$ cat config.mk
export PLATFORM = sky130hd
export DESIGN_NAME = dft8
export DESIGN_NICKNAME = d
export VERILOG_FILES = /design/src/rtl/dft8.sv
export SDC_FILE = /design/constraint.sdc
export NUM_CORES = 2
export LEC_CHECK = 0
export CAP_MARGIN = 5
export CORE_MARGIN = 2
export CORE_UTILIZATION = 40
export DETAILED_ROUTE_END_ITERATION = 16
export GPL_TIMING_DRIVEN = 0
export PLACE_DENSITY = 0.57
export RECOVER_POWER = 50
export SLEW_MARGIN = 30
export SYNTH_ARGS = -nofsm -noshare
export SYNTH_HDL_FRONTEND = slang
export SYNTH_SLANG_ARGS = --single-unit
$ cat constraint.sdc
create_clock -name clk -period 2.22 [get_ports clk]
set_clock_uncertainty 0.15 [all_clocks]
set_input_delay 0.222 -clock clk [delete_from_list [all_inputs] [get_ports clk]]
set_output_delay 0.222 -clock clk [all_outputs]
set_load 0.01 [all_outputs]
$ cat src/rtl/dft8.sv
// dft8: unscaled 8-point radix-2 DIT forward DFT, combinational butterflies into one output register stage.
module dft8 #(
    parameter int N = 32,
    parameter int P = 10
) (
    input  logic                clk,
    input  logic                rst_n,
    input  logic                in_valid,
    input  logic signed [N-1:0] ar, ai, br, bi, cr, ci, dr, di,
    input  logic signed [N-1:0] er, ei, fr, fi, gr, gi, hr, hi,
    output logic signed [N-1:0] AAAr, AAAi, BBBr, BBBi, CCCr, CCCi, DDDr, DDDi,
    output logic signed [N-1:0] EEEr, EEEi, FFFr, FFFi, GGGr, GGGi, HHHr, HHHi,
    output logic                out_valid
);
    localparam int C = int'(0.70710678 * (2.0 ** P));
    localparam logic signed [2*N-1:0] CW = (2*N)'(C);

    // Product kept at 2N bits so the floor shift sees the full value before truncation.
    function automatic logic signed [N-1:0] twm(input logic signed [N-1:0] s);
        logic signed [2*N-1:0] se;
        se = (2*N)'(s);
        return N'((se * CW) >>> P);
    endfunction

    logic signed [N-1:0] x_re [8], x_im [8];
    logic signed [N-1:0] s_re [4], s_im [4], d_re [4], d_im [4];
    logic signed [N-1:0] h_re [2][4], h_im [2][4];
    logic signed [N-1:0] tw_re [4], tw_im [4];
    logic signed [N-1:0] y_re_d [8], y_im_d [8], y_re_q [8], y_im_q [8];
    logic                out_valid_d, out_valid_q;

    assign x_re = '{ar, br, cr, dr, er, fr, gr, hr};
    assign x_im = '{ai, bi, ci, di, ei, fi, gi, hi};

    always_comb begin
        for (int m = 0; m < 4; m++) begin
            s_re[m] = x_re[m] + x_re[m+4];
            s_im[m] = x_im[m] + x_im[m+4];
            d_re[m] = x_re[m] - x_re[m+4];
            d_im[m] = x_im[m] - x_im[m+4];
        end
        // q=0 builds the even half (x0,x2,x4,x6), q=1 the odd half; -j*(a+jb) = b-ja.
        for (int q = 0; q < 2; q++) begin
            h_re[q][0] = s_re[q] + s_re[q+2];
            h_im[q][0] = s_im[q] + s_im[q+2];
            h_re[q][2] = s_re[q] - s_re[q+2];
            h_im[q][2] = s_im[q] - s_im[q+2];
            h_re[q][1] = d_re[q] + d_im[q+2];
            h_im[q][1] = d_im[q] - d_re[q+2];
            h_re[q][3] = d_re[q] - d_im[q+2];
            h_im[q][3] = d_im[q] + d_re[q+2];
        end
        tw_re[0] = h_re[1][0];
        tw_im[0] = h_im[1][0];
        tw_re[1] = twm(h_re[1][1] + h_im[1][1]);
        tw_im[1] = twm(h_im[1][1] - h_re[1][1]);
        tw_re[2] = h_im[1][2];
        tw_im[2] = -h_re[1][2];
        tw_re[3] = twm(h_im[1][3] - h_re[1][3]);
        tw_im[3] = twm(-(h_re[1][3] + h_im[1][3]));
        for (int k = 0; k < 4; k++) begin
            y_re_d[k]   = in_valid ? h_re[0][k] + tw_re[k] : y_re_q[k];
            y_im_d[k]   = in_valid ? h_im[0][k] + tw_im[k] : y_im_q[k];
            y_re_d[k+4] = in_valid ? h_re[0][k] - tw_re[k] : y_re_q[k+4];
            y_im_d[k+4] = in_valid ? h_im[0][k] - tw_im[k] : y_im_q[k+4];
        end
        out_valid_d = in_valid;
    end

    always_ff @(posedge clk or negedge rst_n) begin
        if (!rst_n) begin
            for (int k = 0; k < 8; k++) begin
                y_re_q[k] <= '0;
                y_im_q[k] <= '0;
            end
            out_valid_q <= 1'b0;
        end else begin
            y_re_q      <= y_re_d;
            y_im_q      <= y_im_d;
            out_valid_q <= out_valid_d;
        end
    end

    assign {AAAr, BBBr, CCCr, DDDr} = {y_re_q[0], y_re_q[1], y_re_q[2], y_re_q[3]};
    assign {EEEr, FFFr, GGGr, HHHr} = {y_re_q[4], y_re_q[5], y_re_q[6], y_re_q[7]};
    assign {AAAi, BBBi, CCCi, DDDi} = {y_im_q[0], y_im_q[1], y_im_q[2], y_im_q[3]};
    assign {EEEi, FFFi, GGGi, HHHi} = {y_im_q[4], y_im_q[5], y_im_q[6], y_im_q[7]};
    assign out_valid = out_valid_q;
endmodule

# Word level (Yosys, flattened, before mapping)
# Cells that the tools add are included.
[classes]
multipliers = 4
add_sub_neg = 54
[op_table]
columns = ["op", "count"]
rows = [
  ["32-bit adder", 26],
  ["32-bit subtractor", 26],
  ["32-bit by 9-bit multiplier with 40-bit output (second input constant)", 4],
  ["32-bit negator", 2],
]
[totals]
inputBits = 515
reg_bits = 513
wordCells = 75

# Depth between registers and ports, before layout
[depth]
ltp_word = 6
ltp_mapped = 69
depth_no_buf = 69

# Worst setup path after synthesis
# No wires, ideal clock.
[synth_path]
kind = "input -> register"
from = "input dr[0]"
to = "register y_re_q, in the netlist DDDr[31]"
cell_stages = 63
t_required_ns = 1.992
path_slack_ns = -10.765
arrival_ns = 12.756
path_cell_list = "inv_1 ha_1 inv_1 fa_1 a21o_1 a21oi_1 o21bai_1 a21oi_1 o21bai_1 a21oi_1 nor2b_1 o21a_1 o41ai_1 o21bai_1 a21oi_1 xnor2_1 ha_1 clkbuf_1 (+27 left out) a21oi_1 nor2b_1 nor2_1 xnor2_1 ha_1 a211o_1 or3_1 o211ai_1 a21oi_1 o41ai_1 o211ai_1 o41a_1 a211o_1 a21oi_1 xnor2_1 a21oi_1 o31ai_1 o21bai_1"
[synth_between]
elab_chain_cells = 5
[synth_lines]
columns = ["element", "line_no", "source"]
rows = [
  ["start, declared", "9", "input logic signed [N-1:0] ar, ai, br, bi, cr, ci, dr, di,"],
  ["32-bit subtractor", "39", "d_re[m] = x_re[m] - x_re[m+4];"],
  ["32-bit adder", "51", "h_im[q][3] = d_im[q] + d_re[q+2];"],
  ["32-bit subtractor", "59", "tw_re[3] = twm(h_im[1][3] - h_re[1][3]);"],
  ["32-bit by 9-bit multiplier with 40-bit output", "22", "return N'((se * CW) >>> P);"],
  ["32-bit adder", "62", "y_re_d[k] = in_valid ? h_re[0][k] + tw_re[k] : y_re_q[k];"],
  ["end signal, assigned", "78", "y_re_q <= y_re_d;"],
  ["end, declared", "29", "logic signed [N-1:0] y_re_d [8], y_im_d [8], y_re_q [8], y_im_q [8];"],
]
# Every way passes these cells.
# A chain may end at the register's enable or synchronous reset.

# Worst setup path after layout
[layout_path]
from = "input di[0]"
to = "register y_re_q, in the netlist DDDr[31]"
[layout_between]
elab_chain_cells = 5
[layout_lines]
columns = ["element", "line_no", "source"]
rows = [
  ["start, declared", "9", ""],
  ["32-bit subtractor", "40", "d_im[m] = x_im[m] - x_im[m+4];"],
  ["32-bit subtractor", "50", "h_re[q][3] = d_re[q] - d_im[q+2];"],
  ["32-bit subtractor", "59", ""],
  ["32-bit by 9-bit multiplier with 40-bit output", "22", ""],
  ["32-bit adder", "62", ""],
]
# Every way passes these cells.

==> results.tsv <==
stage	metric	value	unit
cts	insertion_delay	0.69	ns
logic_synthesis	synthArstFlopShare	1.000	
floorplanning	dieHeight	538.3	um
logic_synthesis	synth.area.top_cells	ha_1 23%, dfrtp_1 11%, xnor2_1 9.8%	
run	cap_violations	0	
worst_setup_path	start_kind	primary input	
grt	gr-total-overflow	0	
timing	setup_ws	-10.20	ns
cts	cts_sinks	505	
cts	cts-htree-levels	3	
detailed_routing	wl_per_cell	26.39	um
placement	dp_hpwl	459.2	mm
detailed_routing	wl	535.0	mm
worst_setup_path	end_kind	flop	
final_layout	area_delta_synth_final	31.40	%
floorplanning	std_cell_rows	196	
grt	antenna_found_initial	118	
timing	final.period_utilization	5.593	
logic_synthesis	synth-warning-count	0	
placement	port_buffers	1027	
timing	min_period	12.42	ns
placement	gp_congestion	1.033	
logic_synthesis	synth_nets	17700	
floorplanning	ios	1028	
worst_setup_path	crit_required	2.67	ns
floorplanning	core-area	0.2845	sq mm
worst_setup_path	crit_slowest_cell	fa_1	
grt	grt_pass1_vias	107000	
logic_synthesis	yosys.area.top_type	ha_1	
worst_setup_path	crit_arrival	12.87	ns
final_layout	nFillCells	27130	
cts	root_buffer	clkbuf_16	
timing	fmax	0.08054	GHz
final_layout	final_cell_mix	2134 x inv_1, 1870 x ha_1, 1414 x nor2_1	
final_layout	utilization	0.5275	
timing	drv_slew	0	
final_layout	drive_gt1_frac	0.1660	
logic_synthesis	syn_inst	14670	
detailed_routing	viasPerCell	5.528	
floorplanning	die_w	538.3	um
cts	tritoncts	built	
outcome	status	finished, violations left	
logic_synthesis	syn-cell-area	0.1142	sq mm
worst_setup_path	cp_slowest_stage_delay	0.49	ns
worst_setup_path	crit_fanout	4	
logic_synthesis	synth_cell_types	117	
timing	finalHoldWorstSlack	0.3252	ns
timing	max-slew-margin-rel	0.2309	
logic_synthesis	synth_edf_count	0	
logic_synthesis	synth-seq-area-share	0.1107	
grt	grt_max_degree	76	
grt	grt_pass1_wl	739.4	mm
detailed_routing	ant_nets	1	
final_layout	multi_input_area	0.1029	sq mm
floorplanning	start_util	0.4015	
detailed_routing	firstDrtPassIters	6	
cts	path_clk_slew	0.07	ns
logic_synthesis	avgSynthCellArea	7.788	sq um
timing	finalHoldViolations	0	
floorplanning	die-area	0.2898	sq mm
final_layout	final_common_cell	inv_1	
detailed_routing	vias	112100	
logic_synthesis	ys_ff_latch	505	
timing	worst-slew-pin-transition	1.145	ns
grt	grt_use_total	0.3508	
timing	final-setup-viol-count	840	
timing	rsz0062_at_grt	yes	
hold_path	hold_class	reg2reg	
outcome	violations	antenna violations, negative setup slack	
logic_synthesis	synth_flop_cell	dfrtp_1	
detailed_routing	drt_iter0_markers	8437	
final_layout	seq_area	0.01264	sq mm
cts	numCtsBuffers	67	
final_layout	nets	19410	
cts	cts_buffer_depth	3	
logic_synthesis	synth_top_area_frac	0.2324	
worst_setup_path	critPathKind	in2reg	
detailed_routing	drcViolationCount	0	
-- Yosys cell counts (all sizes together), types with 233 or more instances --
cell type	n
inv	2241
ha	2121
nor2	1507
a21oi	1384
xnor2	1286
dfrtp	505
clkbuf	458
o21ai	454
nand2	426
fa	403
o21bai	386
nor3	365
xor2	360
a21o	233
-- logic make-up after synthesis --
logic type	after synthesis	synth area share
buf+inv	2753	0.09107
compound gates	3528	0.2005
fa+ha+maj	2529	0.3035
xor+xnor	1650	0.1275
mux	238	0.02335
simple gates	3462	0.1435
flops	505	0.1107
-- per-stage QoR --
stage	setup WS (ns)	cell area, sq um	TNS (ns)	cells
after CTS	-10.27	144400	-3093.30	19940
final	-10.20	150100	-3250.14	20270
after detailed placement	-13.27	132200	-3853.28	19490
after floorplan	-9.823	115800	-2519.40	14670
after global routing	-10.58	150000	-3523.47	20230
after global placement	-24.69	130800	-	19450
-- cell type report --
type | instances | share of cell area
multi-input cells | 11410 | 0.6856
repair buffers | 1704 | 0.1120
flip-flops and latches | 505 | 0.08421
inverters | 2246 | 0.05703
well taps | 3762 | 0.03137
plain buffers | 439 | 0.01363
clock buffers | 85 | 0.01244
clock inverters | 33 | 0.002218
diodes | 90 | 0.001501
-- worst max-delay path, delay by kind of cell --
family                     cells  cell delay [ns]
AOI/OAI and AO/OA             27             5.12
xor gates and xnor gates       5             0.85
adders and majority gates     12             3.77
and+or+nand+nor               11             2.16
buffers and inverters          9             0.67
-- registers in the layout, indices dropped and copies added, names as in the netlist, 32 cells and up --
register and count:
BBBi 32, AAAi 32, HHHi 32, BBBr 32, CCCr 32, HHHr 32
CCCi 32, AAAr 32
-- timing repair --
action                                 in CTS  in global routing
gates cloned                                0                  1
setup endpoints to repair                 544                729
setup buffers                             379                267
endpoints found under the hold margin     185                  0
hold buffers                                8                  0
gates resized for setup                  1169                746
pin swaps                                 459                569
-- path summary, 6_finish.rpt --
path | start | endpoint | slack [ns] | cells after the start
min in group asynchronous | rst_n | AAAi[18]$_DFFE_PN0P_ | 0.99 | 8
hold reg to reg | DDDr[23]$_DFFE_PN0P_ | DDDr[23]$_DFFE_PN0P_ | 0.33 | 1
setup / recovery | di[0] | DDDr[31]$_DFFE_PN0P_ | -10.20 | 64
setup reg to reg | BBBr[31]$_DFFE_PN0P_ | BBBr[31]$_DFFE_PN0P_ | 1.01 | 3
hold / removal | DDDr[23]$_DFFE_PN0P_ | DDDr[23]$_DFFE_PN0P_ | 0.33 | 1
max in group asynchronous | rst_n | DDDi[14]$_DFFE_PN0P_ | -0.88 | 11
-- routing by layer --
| metal | track usage | wire length [um] | share of wire |
|---|---|---|---|
| met2 | 0.5452 | 233000 | 0.44 |
| met1 | 0.4448 | 223900 | 0.42 |
| met4 | 0.2325 | 40780 | 0.076 |
| met5 | 0 | 172 | 0.00032 |
| met3 | 0.06193 | 37160 | 0.069 |
Power is not shown: default switching activity piles up to over one toggle a cycle in this logic, so the estimate is an artifact.
